<file path="src/rtl/icache_fetch.sv">
// Direct-mapped read-only instruction cache with strobe-qualified line fill.
// Hits are combinational; misses stall the fetch while the whole line is read.
module icache_fetch #(
  parameter int unsigned LINE_WORDS = 4,
  parameter int unsigned NUM_LINES  = 16
) (
  input  logic        MEM_CLK,
  input  logic        RST,
  input  logic [31:0] CPU_ADDR,
  input  logic        CPU_RDEN,
  output logic [31:0] CPU_DOUT,
  output logic        CPU_HIT,
  output logic        CPU_STALL,
  input  logic        INVALIDATE,
  output logic [13:0] MEM_ADDR1,
  output logic        MEM_RDEN1,
  input  logic [31:0] MEM_DOUT1,
  input  logic        MEM_VALID1,
  output logic [15:0] HIT_CNT,
  output logic [15:0] MISS_CNT
);
  localparam int unsigned OB = $clog2(LINE_WORDS);
  localparam int unsigned IB = $clog2(NUM_LINES);
  localparam int unsigned TB = 14 - OB - IB;
  localparam int unsigned LB = 14 - OB;

  typedef enum logic [1:0] {StIdle, StFill, StDone} state_e;
  state_e state_q, state_d;

  logic [13:0]   wa;
  logic [OB-1:0] offset;
  logic [IB-1:0] index;
  logic [TB-1:0] tag;
  logic          unused_addr;

  logic [NUM_LINES-1:0] valid_q;
  logic [TB-1:0]        tag_mem  [NUM_LINES];
  logic [31:0]          data_mem [NUM_LINES*LINE_WORDS];

  logic [LB-1:0] line_q;
  logic [IB-1:0] line_idx;
  logic [TB-1:0] line_tag;
  logic [OB-1:0] cnt_q, cnt_inc;
  logic          armed_q, rden_q;
  logic [13:0]   addr_q;
  logic [15:0]   hit_cnt_q, miss_cnt_q;
  logic          launch, capture, last;

  assign wa          = CPU_ADDR[15:2];
  assign offset      = wa[OB-1:0];
  assign index       = wa[OB+IB-1:OB];
  assign tag         = wa[13:OB+IB];
  assign unused_addr = ^{CPU_ADDR[31:16], CPU_ADDR[1:0]};

  assign line_idx = line_q[IB-1:0];
  assign line_tag = line_q[LB-1:IB];
  assign cnt_inc  = cnt_q + OB'(1);
  assign last     = (cnt_q == OB'(LINE_WORDS - 1));
  assign launch   = (state_q == StIdle) & CPU_STALL;
  // Strobe must have been seen low since the address last moved, so stale data is never taken.
  assign capture  = (state_q == StFill) & armed_q & MEM_VALID1 & ~INVALIDATE;

  always_ff @(posedge MEM_CLK) begin
    if (RST) begin
      state_q <= StIdle;
    end else begin
      state_q <= state_d;
    end
  end

  always_comb begin
    state_d = state_q;
    unique case (state_q)
      StIdle: if (CPU_STALL) state_d = StFill;
      StFill: begin
        if (INVALIDATE) begin
          state_d = StIdle;
        end else if (capture && last) begin
          state_d = StDone;
        end
      end
      StDone:  state_d = StIdle;
      default: state_d = StIdle;
    endcase
  end

  always_comb begin
    CPU_HIT  = 1'b0;
    CPU_DOUT = '0;
    if ((state_q == StIdle) && CPU_RDEN && valid_q[index] && (tag_mem[index] == tag)) begin
      CPU_HIT  = 1'b1;
      CPU_DOUT = data_mem[{index, offset}];
    end
    CPU_STALL = CPU_RDEN & ~CPU_HIT;
  end

  always_ff @(posedge MEM_CLK) begin
    if (RST) begin
      valid_q    <= '0;
      line_q     <= '0;
      cnt_q      <= '0;
      armed_q    <= 1'b0;
      addr_q     <= '0;
      rden_q     <= 1'b0;
      hit_cnt_q  <= '0;
      miss_cnt_q <= '0;
    end else begin
      if (INVALIDATE) valid_q <= '0;
      if (CPU_HIT) hit_cnt_q <= hit_cnt_q + 16'd1;
      if (launch) begin
        line_q     <= wa[13:OB];
        cnt_q      <= '0;
        armed_q    <= 1'b0;
        addr_q     <= {wa[13:OB], {OB{1'b0}}};
        rden_q     <= 1'b1;
        miss_cnt_q <= miss_cnt_q + 16'd1;
      end else if (state_q == StFill) begin
        if (INVALIDATE) begin
          rden_q <= 1'b0;
        end else if (capture) begin
          if (last) begin
            rden_q            <= 1'b0;
            valid_q[line_idx] <= 1'b1;
          end else begin
            cnt_q   <= cnt_inc;
            addr_q  <= {line_q, cnt_inc};
            armed_q <= 1'b0;
          end
        end else if (!MEM_VALID1) begin
          armed_q <= 1'b1;
        end
      end
    end
  end

  // Data and tags carry no reset; the valid bits alone qualify them.
  always_ff @(posedge MEM_CLK) begin
    if (capture && !RST) begin
      data_mem[{line_idx, cnt_q}] <= MEM_DOUT1;
      if (last) tag_mem[line_idx] <= line_tag;
    end
  end

  assign MEM_ADDR1 = addr_q;
  assign MEM_RDEN1 = rden_q;
  assign HIT_CNT   = hit_cnt_q;
  assign MISS_CNT  = miss_cnt_q;

endmodule

</file>
<file path="config.mk">
export PLATFORM = sky130hd
export DESIGN_NAME = icache_fetch
export DESIGN_NICKNAME = d
export VERILOG_FILES = /design/src/rtl/icache_fetch.sv
export SDC_FILE = /design/constraint.sdc
export NUM_CORES = 2
export LEC_CHECK = 0
export CAP_MARGIN = 20
export CORE_ASPECT_RATIO = 0.8
export CORE_UTILIZATION = 49
export DETAILED_ROUTE_END_ITERATION = 10
export PLACE_DENSITY = 0.65
export SLEW_MARGIN = 20
export SYNTH_ARGS = -nofsm -noshare
export SYNTH_HDL_FRONTEND = slang
export SYNTH_SLANG_ARGS = --single-unit
</file>
<file path="constraint.sdc">
create_clock -name MEM_CLK -period 5 [get_ports MEM_CLK]
set_input_delay 1 -clock MEM_CLK [delete_from_list [all_inputs] [get_ports MEM_CLK]]
set_output_delay 1 -clock MEM_CLK [all_outputs]
set_load 0.02 [all_outputs]
</file>
==> results by group <==
Power
  • Static Leak: 31.4 nW
  • Power per standard cell area: 380 mW/mm^2
  • Worst vdd ir: 379 uV
  • Total power: 0.0380 W

STA
  • Clock period minus final worst setup slack: 4.94 ns
  • Setup Viol. Count Final: 0
  • Maximum frequency from static timing analysis: 0.203 GHz
  • Final count of hold timing violations: 0
  • Clock skew after layout: 0.0338 ns
  • Final max-slew violation count: 0
  • Transition time at the pin with the least slew margin: 1.14 ns
  • Final worst path period share: 98.7%
  • Setup repair after global routing missed its margin: false
  • Crit path setup slack, layout: 0.0632 ns
  • Slew headroom: 24.1%
  • Setup TNS: 0 ns

Layout
  • Relative area change from synthesis to final layout: 15.8%
  • Post-route core utilization: 57.3%
  • Fillers: 12387
  • Post-layout net count: 4087
  • Non-Filler Instances: 6488
  • Share of layout cells above drive strength 1: 33.6%

Worst setup path
  • Data required time of the worst path: 4.00 ns
  • Slowest cell on the critical path: mux4_2
  • Worst R2R Start: tag_mem[5][2]$_DFFE_PP_
  • Reg-to-reg endpoint: MEM_ADDR1[12]$_SDFFE_PP0P_
  • Endpoint type of the worst setup path: output pin
  • Worst-path fanout max: 24
  • Biggest cell delay along the critical path: 0.51 ns
  • Number of cells traversed by the worst register-to-register path: 10
  • Critical Path Source Type: input port
  • Register-to-register setup slack: 1.74 ns
  • Kind of critical path: in2out
  • Data arrival time of the worst path: 3.94 ns
  • Crit-path cells: buf_8 > buf_4 > buf_12 > buf_12 > buf_4 > mux4_2 > mux4_2 > mux4_2 > and2_1 > buf_4

Floorplanning
  • Horizontal die dimension: 471 um
  • Placeable core region: 0.175 sq mm
  • Die height: 378 um
  • Initial Utilization: 49.5%
  • Die outline area: 0.178 sq mm
  • # rows: 137
  • Number of primary I/O pins: 150

Yosys
  • Syn Std Cell Area: 0.0864 sq mm
  • Number of cells produced by synthesis: 3599
  • Post-synth EDFFs: 2176
  • Synth top area cells: edfxtp_1, mux4_2, dfxtp_1, nor2_1, clkbuf_1
  • Async set-or-reset flop fraction in the synthesized netlist: 0%
  • Sequential cell area fraction in the yosys report: 77.5%
  • Synthesis Warnings: 0
  • Most instantiated flip-flop cell in the synthesis netlist: edfxtp_1
  • Leading cell type by number of instances after synthesis: edfxtp_1
  • Count of state elements after synthesis: 2254
  • Number of different library cells in the post-synthesis netlist: 47
  • Most frequent cells after synthesis: edfxtp_1, mux4_2, nor2_1
  • Nets in the synthesized netlist: 3671
  • Cell type with the highest aggregate area in the netlist: edfxtp_1
  • Average footprint of a synthesized cell: 24.0 sq um
  • Area fraction of the dominant cell type after synthesis: 75.6%

Global routing
  • Antenna violations before repair: 14
  • Remaining global-route overflow: 0
  • Global-route wire length before repair: 297 mm
  • Tot GR Track Use: 23.7%
  • Largest net degree at the start of global routing: 72
  • Vias in the first global route: 40264

Placement
  • Placed insts: 6093
  • Number of port buffers: 131
  • Last weighted congestion value of the routability-driven placer: 0.791
  • Setup WS pre-CTS: -0.230 ns
  • Detailed placer's ending HPWL: 116 mm

Route
  • Routed via count: 40550
  • DRT Pass-1 Iters: 5
  • Post-route antenna net violation count: 0
  • Via-per-instance ratio: 6.25
  • Initial DRC count: 4662
  • Wirelength, routed: 208 mm
  • Average wire per cell in the routed design: 32.0 um
  • Residual DRC count: 0

Min path
  • Worst Min Path Start: RST
  • Worst min-delay path endpoint: MEM_ADDR1[2]$_SDFFE_PP0P_
  • WHS Path Cells: 2
  • Hold Path Class: in2reg

CTS
  • Cell at the root of the clock tree: clkbuf_16
  • Clock tree from TritonCTS: yes
  • CTS HTree Levels: 4
  • Insertion delay to the later sink of the worst-skew pair: 0.85 ns
  • TritonCTS Buffers: 210
  • Clock edge transition at the registers on the reported setup and hold paths: 0.06 ns
  • Maximum buffer depth of the clock tree: 3
  • Post-CTS setup repair buffer count: 0
  • Sinks on Clock Net: 2254

Status
  • Run status: completed

Job
  • Max-cap violations: 0
-- worst max path at each step --
stage / slack, ns / endpoint / cells past startpoint / startpoint
after global placement: -0.24 / CPU_DOUT[15] / 13 / CPU_ADDR[4]
after floorplan: 0.23 / CPU_DOUT[11] / 11 / CPU_ADDR[5]
after CTS: 0.02 / CPU_STALL / 9 / tag_mem[12][2]$_DFFE_PP_
after detailed placement: -0.23 / CPU_DOUT[12] / 14 / CPU_ADDR[4]
after global routing: 0.002 / CPU_DOUT[3] / 9 / tag_mem[9][2]$_DFFE_PP_
final: 0.06 / CPU_DOUT[29] / 10 / CPU_ADDR[2]
-- state kept, by name, indices dropped and copies added, names as in the netlist --
| register | count |
|---|---|
| HIT_CNT | 16 |
| MEM_ADDR1 | 14 |
| MEM_RDEN1 | 1 |
| MISS_CNT | 16 |
| armed_q | 1 |
| data_mem | 2048 |
| line_q | 12 |
| state_q | 2 |
| tag_mem | 128 |
| valid_q | 16 |
-- where the power goes --
part	internal [W]	switching [W]	leakage (nW)
clock network	0.00861	0.00683	3.21
registers	0.0207	0.0000333	20.2
logic	0.000813	0.00102	7.97
total	0.0301	0.00789	31.4
-- layout by cell type, fill, tap and decap left out, drive strengths merged, types with 15 or more instances in the layout --
cell,Yosys,final
dfxtp,78,78
clkbuf,127,261
mux4,705,705
nor2b,23,23
mux2,23,23
a21oi,17,17
edfxtp,2176,2176
nand3,25,25
bufinv,0,15
nand2,17,17
nor2,137,137
a21o,19,19
clkinv,0,94
buf,65,317
and2,37,37
clkdlybuf4s50,0,58
mux2i,38,38
-- area by class of cell --
type                            count  area (sq um)  area share (%)
Sequential cell                  2254         66900            66.9
Antenna cell                        6          15.0          0.0150
Inverter                            5          18.8          0.0188
Timing Repair Buffer              396          4460            4.45
Clock inverter                    129          1100            1.10
Clock buffer                      257          5520            5.51
Multi-Input combinational cell   1148         19200            19.2
Tap cell                         2293          2870            2.87
-- metal layers --
metal	up-vias	part of all wire, %	track usage [%]
li1	16351	-	-
met2	1727	47	35.8
met5	-	0.011	0
met1	22206	43	35.6
met4	4	1.7	4.91
met3	262	9.0	5.20
-- logic make-up (layout without fill, tap and decap cells) --
logic type                 count (synthesis)  count (layout)  share of synthesized area, %
buffers and inverters                    197             787                         0.924
adders and majority gates                  3               3                        0.0435
DFF                                     2254            2254                          77.5
muxes                                    766             766                          19.2
other                                      0               6                             0
xor gates and xnor gates                  13              13                         0.132
AOI/OAI and AO/OA                         73              73                         0.568
and+or+nand+nor                          293             293                          1.70
-- through the flow --
stage / instance area (sq um) / hold slack, ns
2_1_floorplan: 86400 / 0.421
3_3_place_gp: 93300 / 0.429
3_5_place_dp: 93300 / 0.436
4_1_cts: 99900 / 0.347
5_1_grt: 100000 / 0.381
6_report: 100000 / 0.404
-- timing repair --
action | CTS | global route
pin swaps | 1 | 1
hold buffers | 0 | 0
resized for setup | 20 | 18
gates cloned | 0 | 1
setup endpoints to repair | 20 | 16
-- worst max-delay path, delay by kind of cell --
family / cells / cell delay (ns)
muxes: 3 / 1.45
buffers and inverters: 6 / 1.22
and+or+nand+nor: 1 / 0.18
(Power assumes the default switching activity.)
